==> src/rtl/ext_arith_unit.sv <==
// Iterative POWER / FACTORIAL unit: one multiply per clock, stalls the core while busy.
// Optional macro EXT_ARITH_SATURATE_EN: saturate to all-ones and stop on the first overflowing product.
module ext_arith_unit #(
    parameter int W = 16
) (
    input  logic         clk,
    input  logic         rst,
    input  logic         start,
    input  logic         op,
    input  logic [W-1:0] operand_a,
    input  logic [W-1:0] operand_b,
    output logic         busy,
    output logic         done,
    output logic [W-1:0] result,
    output logic         overflow
);

    typedef enum logic [1:0] {
        S_IDLE = 2'd0,
        S_CALC = 2'd1,
        S_DONE = 2'd2
    } state_t;

    state_t         state_q, state_d;
    logic [W-1:0]   acc_q, acc_d;
    logic [W-1:0]   cnt_q, cnt_d;
    logic [W-1:0]   base_q, base_d;
    logic [W-1:0]   result_q, result_d;
    logic           op_q, op_d;
    logic           busy_q, busy_d;
    logic           done_q, done_d;
    logic           ovf_q, ovf_d;

    logic [W-1:0]   mult_m;
    logic [2*W-1:0] product;
    logic           prod_ovf;

    // Factorial multiplies by the down-counter itself, power by the latched base.
    always_comb begin
        mult_m   = op_q ? cnt_q : base_q;
        product  = {{W{1'b0}}, acc_q} * {{W{1'b0}}, mult_m};
        prod_ovf = |product[2*W-1:W];
    end

    always_comb begin
        state_d  = state_q;
        acc_d    = acc_q;
        cnt_d    = cnt_q;
        base_d   = base_q;
        result_d = result_q;
        op_d     = op_q;
        busy_d   = busy_q;
        done_d   = 1'b0;
        ovf_d    = ovf_q;
        case (state_q)
            S_IDLE, S_DONE: begin
                if (start) begin
                    op_d    = op;
                    base_d  = operand_a;
                    cnt_d   = operand_b;
                    acc_d   = W'(1);
                    ovf_d   = 1'b0;
                    busy_d  = 1'b1;
                    state_d = S_CALC;
                end else begin
                    busy_d  = 1'b0;
                    state_d = S_IDLE;
                end
            end
            S_CALC: begin
                busy_d = 1'b1;
                if (cnt_q != '0) begin
                    acc_d = product[W-1:0];
                    cnt_d = cnt_q - W'(1);
                    if (prod_ovf) begin
                        ovf_d = 1'b1;
`ifdef EXT_ARITH_SATURATE_EN
                        // Clamp and zero the counter so the next edge finishes.
                        acc_d = '1;
                        cnt_d = '0;
`endif
                    end
                end else begin
                    result_d = acc_q;
                    done_d   = 1'b1;
                    busy_d   = 1'b0;
                    state_d  = S_DONE;
                end
            end
            default: begin
                busy_d  = 1'b0;
                state_d = S_IDLE;
            end
        endcase
    end

    always_ff @(posedge clk or posedge rst) begin
        if (rst) begin
            state_q  <= S_IDLE;
            acc_q    <= '0;
            cnt_q    <= '0;
            base_q   <= '0;
            result_q <= '0;
            op_q     <= 1'b0;
            busy_q   <= 1'b0;
            done_q   <= 1'b0;
            ovf_q    <= 1'b0;
        end else begin
            state_q  <= state_d;
            acc_q    <= acc_d;
            cnt_q    <= cnt_d;
            base_q   <= base_d;
            result_q <= result_d;
            op_q     <= op_d;
            busy_q   <= busy_d;
            done_q   <= done_d;
            ovf_q    <= ovf_d;
        end
    end

    assign busy     = busy_q;
    assign done     = done_q;
    assign result   = result_q;
    assign overflow = ovf_q;

endmodule

==> config.mk <==
export PLATFORM = sky130hd
export DESIGN_NAME = ext_arith_unit
export DESIGN_NICKNAME = d
export VERILOG_FILES = /design/src/rtl/ext_arith_unit.sv
export SDC_FILE = /design/constraint.sdc
export NUM_CORES = 1
export LEC_CHECK = 0
export CAP_MARGIN = 20
export CORE_MARGIN = 4
export CORE_UTILIZATION = 60
export DETAILED_ROUTE_END_ITERATION = 6
export PLACE_DENSITY = 0.85
export SETUP_SLACK_MARGIN = 0.02
export SLEW_MARGIN = 20
export SYNTH_ARGS = -nofsm -noshare
export SYNTH_HDL_FRONTEND = slang
export SYNTH_SLANG_ARGS = --single-unit
==> constraint.sdc <==
create_clock -name clk -period 9.3 [get_ports clk]
set_input_delay 0.93 -clock clk [delete_from_list [all_inputs] [get_ports clk]]
set_output_delay 0.93 -clock clk [all_outputs]
set_load 0.05 [all_outputs]
Word-level counts from Yosys, hierarchy flattened --
Index checks and enable logic that the tools add are counted.
Word-level totals: register bits after elaboration 70, input bits 36, logic and storage cells 46
Operators by class: add/sub/neg operators 1, multipliers 1, equal/unequal tests 6, mux-type cells 19, bitwise operators 1, reductions and logical operators 9
Operator list (count):
- $mux W16 | 5
- $pmux W16 S2 | 2
- $mul A16 B16 Y32 | 1
- $reduce_bool A16 Y1 | 1
- $reduce_or A16 Y1 | 1
- $sub A16 B1 Y16 const B | 1
- $mux W1 | 8
- $ne A2 B2 Y1 const B | 4
- $pmux W1 S2 | 2
- $pmux W2 S2 | 1
- $reduce_and A2 Y1 | 2
- $reduce_and A4 Y1 | 1
- $reduce_and A3 Y1 | 1
- $eq A2 B1 Y1 const B | 1
- $eq A2 B2 Y1 const B | 1
- $logic_not A2 Y1 | 1
- $mux W2 | 1
- $reduce_bool A2 Y1 | 1
- $reduce_or A2 Y1 | 1
- $not A1 Y1 | 1

Depth between registers and ports, before layout --
depth in word-level cells 6, gate-level depth with buffers 27, gate-level depth less buffers 24

Least setup slack after synthesis --
Ideal clock, no wire load.
path kind reg2reg, start point register op_q, end point register ovf_q, in the netlist overflow, setup time 124 ps, arrival time 6717 ps, slack 2459 ps, stages on the path, launching flop included 25, clock period less this slack 6841 ps, path through dfrtp_1 clkbuf_1 clkbuf_1 mux2_2 clkbuf_1 nand2_1 fa_1 fa_1 inv_1 fa_1 fa_1 fa_1 inv_1 fa_1 inv_1 ha_1 clkbuf_1 nand4_1 a2111oi_1 a211o_1 a31oi_2 xnor2_1 nor4_1 nand4_1 o31a_1
Between the ends: word-level cells in the longest chain between the ends 5
RTL lines:
- start: declaration | line 29 | logic op_q, op_d;
- start signal: assignment | line 114 | op_q <= op_d;
- $mux W16 | line 40 | mult_m = op_q ? cnt_q : base_q;
- $mul A16 B16 Y32 | line 41 | product = {{W{1'b0}}, acc_q} * {{W{1'b0}}, mult_m};
- $reduce_or A16 Y1 | line 42 | prod_ovf = |product[2*W-1:W];
- $ne A2 B2 Y1 (no source line)
- $reduce_and A4 Y1 (no source line)
- end signal: assignment | line 117 | ovf_q <= ovf_d;
- end: declaration | line 32 | logic ovf_q, ovf_d;
No other way between the ends. A chain may end at the register's enable or synchronous reset.

Final worst setup path --
Ends and elaborated chain as after synthesis.

==> results.toml <==
[power]
power_frac_clock_pct = 49.1
ir_drop_mv = 0.0886
p_comb_share_pct = 7.5
power.leakage_nw = 6.06
p_int_w = 0.000536
p_per_area_mw_per_mm2 = 56.6
p_sw_share_pct = 25.4
switching_power_w = 0.000183
power_frac_seq_pct = 43.4
p_total_w = 0.000719

[route]
viasPerCell = 5.82
drtIter0Drc = 811
drc = 0
wire_per_inst_um = 18.3
first_pass_iters = 7
wirelength_um = 29800
ant_nets = 0
vias = 9497

[worst_setup_path]
worstSetupEndpointType = "flip-flop"
slowest_delay_ns = 0.81
crit_slowest_cell = "dfrtp_1"
rrSetupSlack_ns = 1.94
startpoint_type = "flip-flop"
cp.required_ns = 9.52
path_cells = "mux2_2, and2_1, fa_1, inv_1, fa_1, inv_1, fa_1, fa_1, fa_1, inv_1, fa_1, inv_1, ha_1, nand4_1, a2111oi_1, a211o_1, a31oi_2, xnor2_1, nor4_1, nand4_1, o31a_1"
cpMostUsedCell = "fa_1"
crit_type = "flip-flop to flip-flop"
cp.arrival_ns = 7.58
crit_fanout = 17

[cts]
cts_setup_buffers = 0
clock_path_buffers = 2
cts_resized = 0
root_buffer = "clkbuf_16"
h-tree-depth = 3
cts_buffers = 9
insertion_delay_ns = 0.34
cts_tree = "done"
hold_buffers = 0
clkSinkCount = 70
clk_pin_slew_ns = 0.06

[job]
drv_cap = 0

[die]
die_x_um = 148
rows = 50
core_mm2 = 0.0190
pin_count = 55
die_height_um = 148
initial_core_util_pct = 61.9
dieArea_mm2 = 0.0219

[grt]
antenna_found_initial = 0
grt_pass1_vias = 10200
grt_max_degree = 71
grt_pass1_wl_um = 50300
grt_use_total_pct = 28.7
grt-ovfl-total = 0

[synthesis]
seq_area_frac_synth_pct = 14.9
ys.flop_type = "dfrtp_1"
synth_area_leaders = "fa_1 (33%), dfrtp_1 (15%), ha_1 (11%), nand2_1 (9.0%), inv_1 (7.3%)"
yosys_warnings = 0
synth.most_common_cell = "nand2_1"
synth.distinct_cells = 50
synth_seq_cells = 70
yosysTopAreaCellShare_pct = 33.1
avgSynthCellArea_um2 = 8.65
syn_inst = 1357
synthTopCellsByCount = "nand2_1 (280), inv_1 (227), fa_1 (194)"
synth_edf_count = 0
synth_nets = 1692
synthArstFlopShare_pct = 100
syn-cell-area_mm2 = 0.0117
yosysTopAreaCell = "fa_1"

[layout]
syn_to_final_growth_pct = 8.28
antennaDiodeCount = 0
final_cell_area_mm2 = 0.0127
layout.nets = 1702
drive_gt1_share_pct = 3.14
multi_input_area_mm2 = 0.00890
nFillCells = 1431
regArea_mm2 = 0.00175

[timing]
relSlewSlack_pct = 39.6
hold_viol = 0
finalMaxSlewViolations = 0
rsz0062_at_grt = "no"
skew_ns = 0.0109
finalCriticalPeriod_ns = 7.36
finalSetupViolCount = 0
timing.fmax_mhz = 136
tns_ns = 0
finalCritPeriodShare_pct = 79.1
worst_pin_slew_ns = 0.904

[place]
hpwl_um = 22800
portBuffers = 54
placed_area_mm2 = 0.0124
gp_congestion = 0.941

[min_path]
hold_class = "flip-flop to flip-flop"

[outcome]
status = "finished clean"
## power groups by stage
stage	sequential, W	combinational, W	clock, W
global route	0.000312	0.0000574	0.000368
CTS	0.000312	0.0000532	0.000353
finish	0.000312	0.0000538	0.000353
floorplan	0.000315	0.0000261	0
global placement	0.000318	0.0000517	0
detailed placement	0.000318	0.0000528	0
## final timing paths
path | from | end | cells past startpoint
min in group asynchronous | rst | acc_q[6] | 3
worst min register to register | result[13] | result[13] | 2
worst min-delay path | result[13] | result[13] | 2
worst max-delay path | op_q | overflow | 21
worst max register to register | op_q | overflow | 21
max in group asynchronous | rst | cnt_q[3] | 3
## final cells by class
type | instances | share of cell area, %
Tap cell | 260 | 2.56
Clock inverter | 6 | 0.561
Inverter | 228 | 6.73
Clock buffer | 9 | 1.77
Timing Repair Buffer | 59 | 4.55
Multi-Input combinational cell | 999 | 70.0
Sequential cell | 70 | 13.8
## through the flow
step	hold WS, ns	utilization (%)	worst slack [ns]	cells
finish	0.471	67.0	1.94	1631
global route	0.482	67.0	1.62	1631
CTS	0.476	67.0	2.03	1631
detailed placement	0.462	65.5	2.05	1616
global placement	0.456	65.5	2.16	1616
floorplan	0.442	-	2.46	1357
## sequential cells by signal, summed over array words and instances, names as in the netlist
name / cells
acc_q: 16
base_q: 16
busy: 1
cnt_q: 16
done: 1
op_q: 1
overflow: 1
result: 16
state_q: 2
## worst max-delay path: cells and delay by family (launching register included)
kind	cells	cell delay [ns]
buffers and inverters	4	0.22
flip-flops	1	0.81
AO/OA/AOI/OAI	4	1.16
multiplexers	1	0.54
adder cells (fa/ha/maj)	7	3.47
XOR/XNOR	1	0.15
AND/OR/NAND/NOR	4	0.87
## layout by cell type (no fill, tap or decap), types with 14 or more instances in the layout
cell type,instances
nand2_1,280
inv_1,226
fa_1,194
and2_1,132
ha_1,105
dfrtp_1,70
clkdlybuf4s50_1,54
a21oi_1,47
o21ai_0,40
nor2_1,32
mux2_2,16
nand3_1,14
## metal layers
| layer | GRT usage [%] | vias to the layer above | share of wire, % |
|---|---|---|---|
| li1 | - | 4212 | - |
| met1 | 37.4 | 4727 | 40 |
| met2 | 48.6 | 478 | 49 |
| met3 | 6.04 | 80 | 8.6 |
| met4 | 8.59 | 0 | 2.7 |
| met5 | 0 | - | 0 |
## kinds of logic (layout without fill, tap and decap cells)
logic type	Yosys count	in the layout	synth area share, %
muxes	19	19	1.79
adders and majority gates	299	299	44.3
and+or+nand+nor	508	508	20.2
xor gates and xnor gates	22	22	1.64
DFF	70	70	14.9
buffers and inverters	288	302	9.23
AOI/OAI and AO/OA	151	151	7.89
(Power assumes the default switching activity.)
